<file path="config.mk">
export PLATFORM = sky130hd
export DESIGN_NAME = maxpool_stream
export DESIGN_NICKNAME = d
export VERILOG_FILES = /design/src/rtl/vgg_pkg.sv /design/src/rtl/max_tree.sv /design/src/rtl/maxpool_stream.sv
export SDC_FILE = /design/constraint.sdc
export NUM_CORES = 1
export LEC_CHECK = 0
export CORE_MARGIN = 2
export CORE_UTILIZATION = 45
export CTS_BUF_LIST = sky130_fd_sc_hd__clkbuf_16
export DETAILED_ROUTE_END_ITERATION = 6
export DONT_BUFFER_PORTS = 1
export HOLD_SLACK_MARGIN = 0.1
export SLEW_MARGIN = 20
export SYNTH_ARGS = -nofsm -noshare
export SYNTH_HDL_FRONTEND = slang
export SYNTH_SLANG_ARGS = --single-unit
</file>
<file path="constraint.sdc">
create_clock -name clk -period 7.65 [get_ports clk]
set_input_delay 1.53 -clock clk [delete_from_list [all_inputs] [get_ports clk]]
set_output_delay 1.53 -clock clk [all_outputs]
set_load 0.02 [all_outputs]
</file>
<file path="src/rtl/vgg_pkg.sv">
// vgg_pkg: shared definitions for the VGG16 feature-map datapath.
//   PIX_W    - default pixel width
//   MAX_W    - widest pixel the generic max helper can handle
//   pool_ok  - legal pooling window size check (2..4)
//   pix_max  - signed/unsigned maximum of two zero-padded pixels
package vgg_pkg;

    localparam int PIX_W = 32;
    localparam int MAX_W = 64;

    function automatic bit pool_ok(input int pool);
        return (pool >= 2) && (pool <= 4);
    endfunction

    // Operands are zero-padded to MAX_W; w is the real pixel width.
    // A signed compare is an unsigned compare with the sign bit inverted.
    function automatic logic [MAX_W-1:0] pix_max(input logic [MAX_W-1:0] a,
                                                 input logic [MAX_W-1:0] b,
                                                 input bit               sgn,
                                                 input int               w);
        logic [MAX_W-1:0] flip;
        flip = sgn ? (MAX_W'(1) << (w - 1)) : '0;
        return ((a ^ flip) >= (b ^ flip)) ? a : b;
    endfunction

endpackage

</file>
<file path="src/rtl/max_tree.sv">
// max_tree: combinational maximum of N pixels.
//   taps_i - N packed pixels
//   max_o  - largest pixel (signed or unsigned compare per SIGNED)
module max_tree
    import vgg_pkg::*;
#(
    parameter int DATA_WIDTH = PIX_W,
    parameter int N          = 4,
    parameter bit SIGNED     = 1'b1
) (
    input  logic [N-1:0][DATA_WIDTH-1:0] taps_i,
    output logic [DATA_WIDTH-1:0]        max_o
);

    logic [DATA_WIDTH-1:0] acc;

    always_comb begin
        acc = taps_i[0];
        for (int i = 1; i < N; i++) begin
            acc = DATA_WIDTH'(pix_max(MAX_W'(acc), MAX_W'(taps_i[i]), SIGNED, DATA_WIDTH));
        end
    end

    assign max_o = acc;

endmodule

</file>
<file path="src/rtl/maxpool_stream.sv">
// maxpool_stream: streaming POOLxPOOL max-pooling with stride POOL.
//   clk, rst   - clock, asynchronous active-high reset
//   valid_in   - i_data accepted this cycle (raster order, no backpressure)
//   i_data     - input pixel
//   o_valid    - one-cycle pulse per pooled window
//   o_data     - window maximum, held until the next window
//   o_last     - with o_valid on the final window of a frame
module maxpool_stream
    import vgg_pkg::*;
#(
    parameter int DATA_WIDTH = PIX_W,
    parameter int WIDTH      = 5,
    parameter int HEIGHT     = 5,
    parameter int POOL       = 2,
    parameter bit SIGNED     = 1'b1
) (
    input  logic                  clk,
    input  logic                  rst,
    input  logic                  valid_in,
    input  logic [DATA_WIDTH-1:0] i_data,
    output logic                  o_valid,
    output logic [DATA_WIDTH-1:0] o_data,
    output logic                  o_last
);

    localparam int D     = (POOL - 1) * WIDTH + POOL;
    localparam int NT    = POOL * POOL;
    localparam int CW    = $clog2(WIDTH);
    localparam int RW    = $clog2(HEIGHT);
    localparam int COL_N = (WIDTH / POOL) * POOL;   // columns covered by windows
    localparam int ROW_N = (HEIGHT / POOL) * POOL;  // rows covered by windows

    localparam logic [CW-1:0] COL_LAST = CW'(WIDTH - 1);
    localparam logic [RW-1:0] ROW_LAST = RW'(HEIGHT - 1);
    localparam logic [CW-1:0] COL_FIN  = CW'(COL_N - 1);
    localparam logic [RW-1:0] ROW_FIN  = RW'(ROW_N - 1);
    localparam logic [1:0]    PH_LAST  = 2'(POOL - 1);

    if (!pool_ok(POOL) || WIDTH < POOL || HEIGHT < POOL || DATA_WIDTH > MAX_W) begin : g_bad_cfg
        $error("maxpool_stream: illegal POOL/WIDTH/HEIGHT/DATA_WIDTH");
    end

    // Post-shift slot 0 is always the live i_data, so only D-1 registers
    // are stored; stored index k holds post-shift index k+1.
    logic [D-2:0][DATA_WIDTH-1:0] lb_q;

    always_ff @(posedge clk) begin
        if (valid_in) lb_q <= {lb_q[D-3:0], i_data};
    end

    logic [NT-1:0][DATA_WIDTH-1:0] taps;

    for (genvar r = 0; r < POOL; r++) begin : g_row
        for (genvar c = 0; c < POOL; c++) begin : g_col
            if (r == 0 && c == 0) begin : g_live
                assign taps[0] = i_data;
            end else begin : g_buf
                assign taps[r*POOL+c] = lb_q[r*WIDTH+c-1];
            end
        end
    end

    logic [DATA_WIDTH-1:0] win_max;

    max_tree #(
        .DATA_WIDTH(DATA_WIDTH),
        .N         (NT),
        .SIGNED    (SIGNED)
    ) u_max (
        .taps_i(taps),
        .max_o (win_max)
    );

    // Position counters plus position-within-window phases, so the
    // stride test needs no modulo.
    logic [CW-1:0] col_q, col_d;
    logic [RW-1:0] row_q, row_d;
    logic [1:0]    cph_q, cph_d, rph_q, rph_d;

    always_comb begin
        col_d = col_q;
        row_d = row_q;
        cph_d = cph_q;
        rph_d = rph_q;
        if (valid_in) begin
            if (col_q == COL_LAST) begin
                col_d = '0;
                cph_d = '0;
                if (row_q == ROW_LAST) begin
                    row_d = '0;
                    rph_d = '0;
                end else begin
                    row_d = row_q + 1'b1;
                    rph_d = (rph_q == PH_LAST) ? 2'd0 : rph_q + 2'd1;
                end
            end else begin
                col_d = col_q + 1'b1;
                cph_d = (cph_q == PH_LAST) ? 2'd0 : cph_q + 2'd1;
            end
        end
    end

    // Remainder columns/rows beyond the last full window never fire.
    logic col_ok, row_ok;

    if (WIDTH % POOL == 0) begin : g_col_all
        assign col_ok = 1'b1;
    end else begin : g_col_rem
        assign col_ok = (col_q < CW'(COL_N));
    end

    if (HEIGHT % POOL == 0) begin : g_row_all
        assign row_ok = 1'b1;
    end else begin : g_row_rem
        assign row_ok = (row_q < RW'(ROW_N));
    end

    logic fire, at_fin;

    assign fire   = valid_in && (cph_q == PH_LAST) && (rph_q == PH_LAST) && col_ok && row_ok;
    assign at_fin = (col_q == COL_FIN) && (row_q == ROW_FIN);

    logic                  o_valid_q, o_last_q;
    logic [DATA_WIDTH-1:0] o_data_q;

    always_ff @(posedge clk or posedge rst) begin
        if (rst) begin
            col_q     <= '0;
            row_q     <= '0;
            cph_q     <= '0;
            rph_q     <= '0;
            o_valid_q <= 1'b0;
            o_last_q  <= 1'b0;
            o_data_q  <= '0;
        end else begin
            col_q     <= col_d;
            row_q     <= row_d;
            cph_q     <= cph_d;
            rph_q     <= rph_d;
            o_valid_q <= fire;
            o_last_q  <= fire && at_fin;
            if (fire) o_data_q <= win_max;
        end
    end

    assign o_valid = o_valid_q;
    assign o_last  = o_last_q;
    assign o_data  = o_data_q;

endmodule

</file>
==> results of run 1 <==
## registers in the layout (all words and copies together) (netlist names)
| register | cells |
|---|---|
| col_q | 3 |
| cph_q | 2 |
| lb_q | 192 |
| o_data | 32 |
| o_last | 1 |
| o_valid | 1 |
| row_q | 3 |
| rph_q | 2 |
## layout make-up
cell class | count | area [um2]
clock buffer | 27 | 676
clock inverter | 21 | 113
fill | 2181 | 11700
inverter | 135 | 508
multi-input combinational | 429 | 3910
sequential | 236 | 6870
tap | 330 | 413
timing repair buffer | 88 | 782
## metrics by stage
step | instances | setup TNS (ns) | hold slack, ns | utilization
after floorplan | 826 | 0 | 0.400 | -
after global placement | 1208 | -20.09 | 0.401 | 0.491
after detailed placement | 1208 | -28.26 | 0.405 | 0.491
after CTS | 1260 | 0 | 0.412 | 0.524
after global routing | 1266 | 0 | 0.418 | 0.532
final | 1266 | 0 | 0.413 | 0.532
## synthesized netlist by cell type (2+ instances only)
cell	count	share of area
a211o_1	2	0.0015
a211oi_1	3	0.0020
a21o_1	12	0.0079
a21oi_1	36	0.016
a221oi_1	6	0.0046
a221oi_2	30	0.040
and3_1	2	0.0011
and4_1	5	0.0039
buf_4	8	0.0053
buf_6	5	0.0050
clkbuf_1	13	0.0043
dfrtp_1	44	0.097
edfxtp_1	192	0.51
ha_1	102	0.11
inv_1	134	0.044
mux2_2	5	0.0050
mux2i_1	62	0.055
nand2_1	28	0.0093
nand2b_1	3	0.0017
nand3_1	5	0.0022
nand4_1	8	0.0044
nor2_1	7	0.0023
nor2b_1	3	0.0017
nor4_1	2	0.0011
nor4b_1	2	0.0015
o211a_1	2	0.0018
o211ai_1	2	0.0013
o21a_1	6	0.0040
o21ai_0	18	0.0079
o21ai_1	2	0.00088
o22ai_1	32	0.018
o311ai_1	2	0.0015
or3_1	32	0.018
## power breakdown
group / internal [mW] / switching (mW)
sequential: 1.57 / 0.241
combinational: 0.410 / 0.424
clock: 0.665 / 0.486
## critical path: cells and delay by family
kind | cells | cell delay, ns
muxes | 2 | 0.57
buffers and inverters | 8 | 1.24
AOI/OAI and AO/OA | 9 | 2.47
and+or+nand+nor | 6 | 0.99
adders and majority gates | 3 | 0.85
## what timing repair did
action / 4_1_cts / 5_1_grt
gates cloned: 0 / 1
resized for setup: 1 / 24
pin swaps: 1 / 4
setup buffers: 4 / 5
endpoints found under the setup margin: 32 / 32
## worst max-delay path by stage
stage | start | end | slack (ns)
2_1_floorplan | i_data[1] | o_data[0] | 0.66
3_3_place_gp | i_data[9] | o_data[24] | -0.64
3_5_place_dp | i_data[13] | o_data[17] | -0.91
4_1_cts | i_data[9] | o_data[17] | 0.001
5_1_grt | i_data[9] | o_data[21] | 0.02
6_report | i_data[13] | o_data[17] | 0.43
## layer usage
layer | GRT usage | up-vias
met2 | 0.315 | 162
li1 | - | 3279
met1 | 0.255 | 3371
met4 | 0.0555 | 0
met5 | 0 | -
met3 | 0.0433 | 46
## cells by family after synthesis
family,share of synthesized area
adder cells (fa/ha/maj),0.113
multiplexers,0.0597
buffers and inverters,0.0593
AO/OA/AOI/OAI,0.114
AND/OR/NAND/NOR,0.0485
flip-flops,0.606
==> metrics.txt, run 1 <==
Critical R2R Launch lb_q[13]; Reg clk slew, reported paths roughly 0.06 ns; R2R depth 29; sequential area share after synthesis 0.606; # DRC 0; syn nets around 960; CTS tree yes; Die Y-Extent 163 um; first-pass GRT wire length between 30000 and 40000 um; share of cells above drive strength 1 0.199; Core Footprint 0.0250 mm2; worst slack, placed -0.910 ns; Post-Synthesis Cell Area around 0.011 mm2; Crit path arrival time ~7.7 ns; Hold Path Depth 0; fin worst setup slack about 0.43 ns; r2r setup slk about 0.99 ns; Max rail drop VDD 201 uV; Syn. warnings 0; fin. max-slew vios 0; RSZ-0062 raised after global routing no; Max Cap Violations 0; metal2 WL around 12000 um; Critical-path top delay cell a221oi_2; most common cell after layout, fill and taps aside edfxtp_1; Overflow after GRT 0; Mapped Avg Cell Area around 14 um2; area grow syn2layout 17.1%; status complete, no violations; vias in the first global route a little over 7000; number of synthesized flops with an enable pin 192; largest net degree at the start of global routing 202; starting density of the core 0.454; Post-Syn Instances 826; DP Area around 0.012 mm2; WP data required around 8.1 ns; Synth Register Bits approximately 240; Die Width between 150 and 200 um; initial antenna violation count 0; final RePlAce weighted congestion 0.864; Total GRT Usage 0.191; vias per cell ~5.4; final instance area 0.0133 mm2; Tightest Pin Transition ~0.86 ns; antenna cells 0; Worst Setup End Kind flip-flop; worst hold start lb_q[126]; Final setup viols 0; clk buf depth 3; wire length per cell between 15 and 20 um; Crit path top cell by count buf_4; hpwl dp roughly 17000 um; die area between 0.02 and 0.03 mm2; final hold viol count 0; Final #Nets between 1000 and 1500; 1st-iter DRT viols approximately 380; leakage power 5.83 nW; Hold Crit Endpoint lb_q[158]; commonest cells after routing, fill and taps aside edfxtp_1, inv_1, ha_1; Root Driver clkbuf_16; total wire length between 20000 and 25000 um; PwrDens 286 mW/mm2; M1 WL ~11000 um; TritonCTS buffer count 26; Worst slew margin 0.430; I/O Pins a little under 70; H-tree depth 1; dominant synthesized flop cell edfxtp_1; cts hold-fix bufs 0; Setup crit start kind input pin; clock skew 0.0105 ns; CP max FO 12; post-synth cell types between 40 and 50; Power Total ~3.8 mW; final antenna-violating net count 0; Final Cycle Share 0.944; CP Class input pin to flip-flop; fin crit period about 7.2 ns; routed vias 6858; Fmax about 140 MHz; R2R Path End o_data[17]; asr flop ratio synth 0.186; Buffers on Ports 0; Pre-Repair DR Iteration Count 5; wire length on met3 between 1500 and 2000 um; worst hold-check path type flip-flop to flip-flop; slowest stage delay, CP around 0.44 ns; Rows 58; Skew-Pair Late Insertion Delay about 0.53 ns; Top Metal Used met4; Clock Sinks about 240
Power figures use the tool's default switching activity.
==> run 2, diff against run 1 <==
--- a/config.mk
+++ b/config.mk
@@ -11,6 +11,7 @@
 export DETAILED_ROUTE_END_ITERATION = 6
 export DONT_BUFFER_PORTS = 1
 export HOLD_SLACK_MARGIN = 0.1
+export PLACE_DENSITY_LB_ADDON = 0.1
 export SLEW_MARGIN = 20
 export SYNTH_ARGS = -nofsm -noshare
 export SYNTH_HDL_FRONTEND = slang
==> run 2 against run 1 <==
Largest power group unchanged; first-iteration DRC count is 12% lower; power grew 1.1%; die area is the same; critical path type unchanged; non-clock buffer count is 17 lower; worst hold slack improved by 0.0056 ns.
==> metrics.txt, run 2 (synthesis results as in run 1) <==
Max rail drop VDD 208 uV (+3.5%); Fmax 140 MHz (+1.0%); Crit path top cell by count buf_4; largest net degree at the start of global routing 202 (unchanged); antenna cells 0 (unchanged); first-pass GRT wire length 39100 um (-0.61%); wire length per cell 19.7 um (+0.32%); Buffers on Ports 0 (unchanged); cts hold-fix bufs 0 (unchanged); Total GRT Usage 0.190 (-0.00135); total wire length 24600 um (-1.2%); PostCTS Resize Cnt 0 (-1); Clock Sinks 236 (unchanged); Final #Nets 1035 (-1.7%); cell total after placement 1201 (-0.58%); die area 0.0265 mm2 (unchanged); fin crit period 7.15 ns (-0.0720 ns); Max Cap Violations 0 (unchanged); Overflow after GRT 0 (unchanged); Tightest Pin Transition 0.655 ns (-0.200 ns); Post-CTS Setup Repair Bufs 0 (-4); Crit path arrival time 7.59 ns (-0.06 ns); vias in the first global route 7146 (-0.87%); clock skew 0.0264 ns (+0.0159 ns); TritonCTS buffer count 25 (-3.8%); leakage power 5.70 nW (-2.3%); final instance area 0.0131 mm2 (-1.5%); hpwl dp 17300 um (+1.5%); Root Driver clkbuf_16; Critical-path top delay cell nor4b_1; final RePlAce weighted congestion 0.827 (-4.3%); I/O Pins 69 (unchanged); final hold viol count 0 (unchanged); Worst slew margin 0.563 (+0.134); share of cells above drive strength 1 0.174 (-0.0242); CTS tree yes; Most flops, register lb_q; commonest cells after routing, fill and taps aside edfxtp_1, inv_1, ha_1; Skew-Pair Late Insertion Delay 0.55 ns (+0.02 ns); fin. max-slew vios 0 (unchanged); DP Area 0.0122 mm2 (-0.53%); starting density of the core 0.454 (unchanged); Setup crit start kind input pin; Final setup viols 0 (unchanged); CP Class input pin to flip-flop; RSZ-0062 raised after global routing no; area grow syn2layout 15.3%; vias per cell 5.44 (+0.43%); H-tree depth 1 (unchanged); Core Footprint 0.0250 mm2 (unchanged); final cell count without fillers 1247 (-1.5%); final antenna-violating net count 0 (unchanged); Setup TNS 0 ns (unchanged); Pre-Repair DR Iteration Count 4 (-1); Die Y-Extent 163 um (unchanged); Worst Setup End Kind flip-flop; # DRC 0 (unchanged); 1st-iter DRT viols 338 (-12%); slowest stage delay, CP 0.38 ns (-0.06 ns); worst hold-check path type flip-flop to flip-flop; clk buf depth 3 (unchanged); WP data required 8.10 ns (+0.02 ns); Rows 58 (unchanged); routed vias 6784 (-1.1%); most common cell after layout, fill and taps aside edfxtp_1; Die Width 163 um (unchanged); PwrDens 294 mW/mm2 (+2.7%); initial antenna violation count 0 (unchanged); CP max FO 16 (+4); Final Cycle Share 0.934 (-0.00941); status complete, no violations; Reg clk slew, reported paths 0.07 ns (about the same); max reg flops 192 (unchanged)
[run 2: worst max-delay path, delay by kind of cell]
family                   cells  cell delay, ns
AO/OA/AOI/OAI               12            2.47
AND/OR/NAND/NOR              4            0.91
multiplexers                 2            0.46
adder cells (fa/ha/maj)      3            0.91
buffers and inverters        6            1.29
[run 2: power breakdown]
part / switching, mW / leakage [nW] / total (mW) / internal (mW)
registers: 0.245 / 2.39 / 1.82 / 1.57
logic: 0.408 / 2.90 / 0.783 / 0.374
clock network: 0.528 / 0.404 / 1.24 / 0.712
[run 2: cell type report]
type	count	area [um2]
fill	2127	11900
tap	330	413
multi-input combinational	429	3820
timing repair buffer	71	608
inverter	135	507
sequential	236	6870
clock inverter	21	225
clock buffer	25	626
[run 2: path summary, 6_finish.rpt]
| check | startpoint | end | slack [ns] | cells after the start |
|---|---|---|---|---|
| worst max-delay path | i_data[17] | o_data[7] | 0.50 | 27 |
| worst min-delay path | lb_q[64] | lb_q[96] | 0.42 | 0 |
| worst max register to register | lb_q[17] | o_data[7] | 1.05 | 28 |
| worst min register to register | lb_q[64] | lb_q[96] | 0.42 | 0 |
| max in group asynchronous | rst | o_data[3] | 6.15 | 2 |
| min in group asynchronous | rst | o_data[18] | 1.05 | 2 |
[run 2: metal layers]
| metal | vias up | global-route usage | wire [um] | part of all wire |
|---|---|---|---|---|
| met3 | 49 | 0.0433 | 1420 | 0.058 |
| met2 | 152 | 0.307 | 11600 | 0.47 |
| met5 | - | 0 | 0 | 0 |
| met4 | 0 | 0.0664 | 789 | 0.032 |
| met1 | 3345 | 0.253 | 10800 | 0.44 |
| li1 | 3238 | - | - | - |
[run 2: through the flow]
| stage | power, mW | setup slack [ns] | hold WS, ns | util |
|---|---|---|---|---|
| 6_report | 3.84 | 0.502 | 0.418 | 0.523 |
| 5_1_grt | 4.03 | 0.0358 | 0.424 | 0.523 |
| 4_1_cts | 3.87 | 0.202 | 0.416 | 0.523 |
| 3_5_place_dp | 2.62 | -0.335 | 0.405 | 0.489 |
| 3_3_place_gp | 2.58 | -0.145 | 0.400 | 0.489 |
| 2_1_floorplan | 2.32 | 0.661 | 0.400 | - |
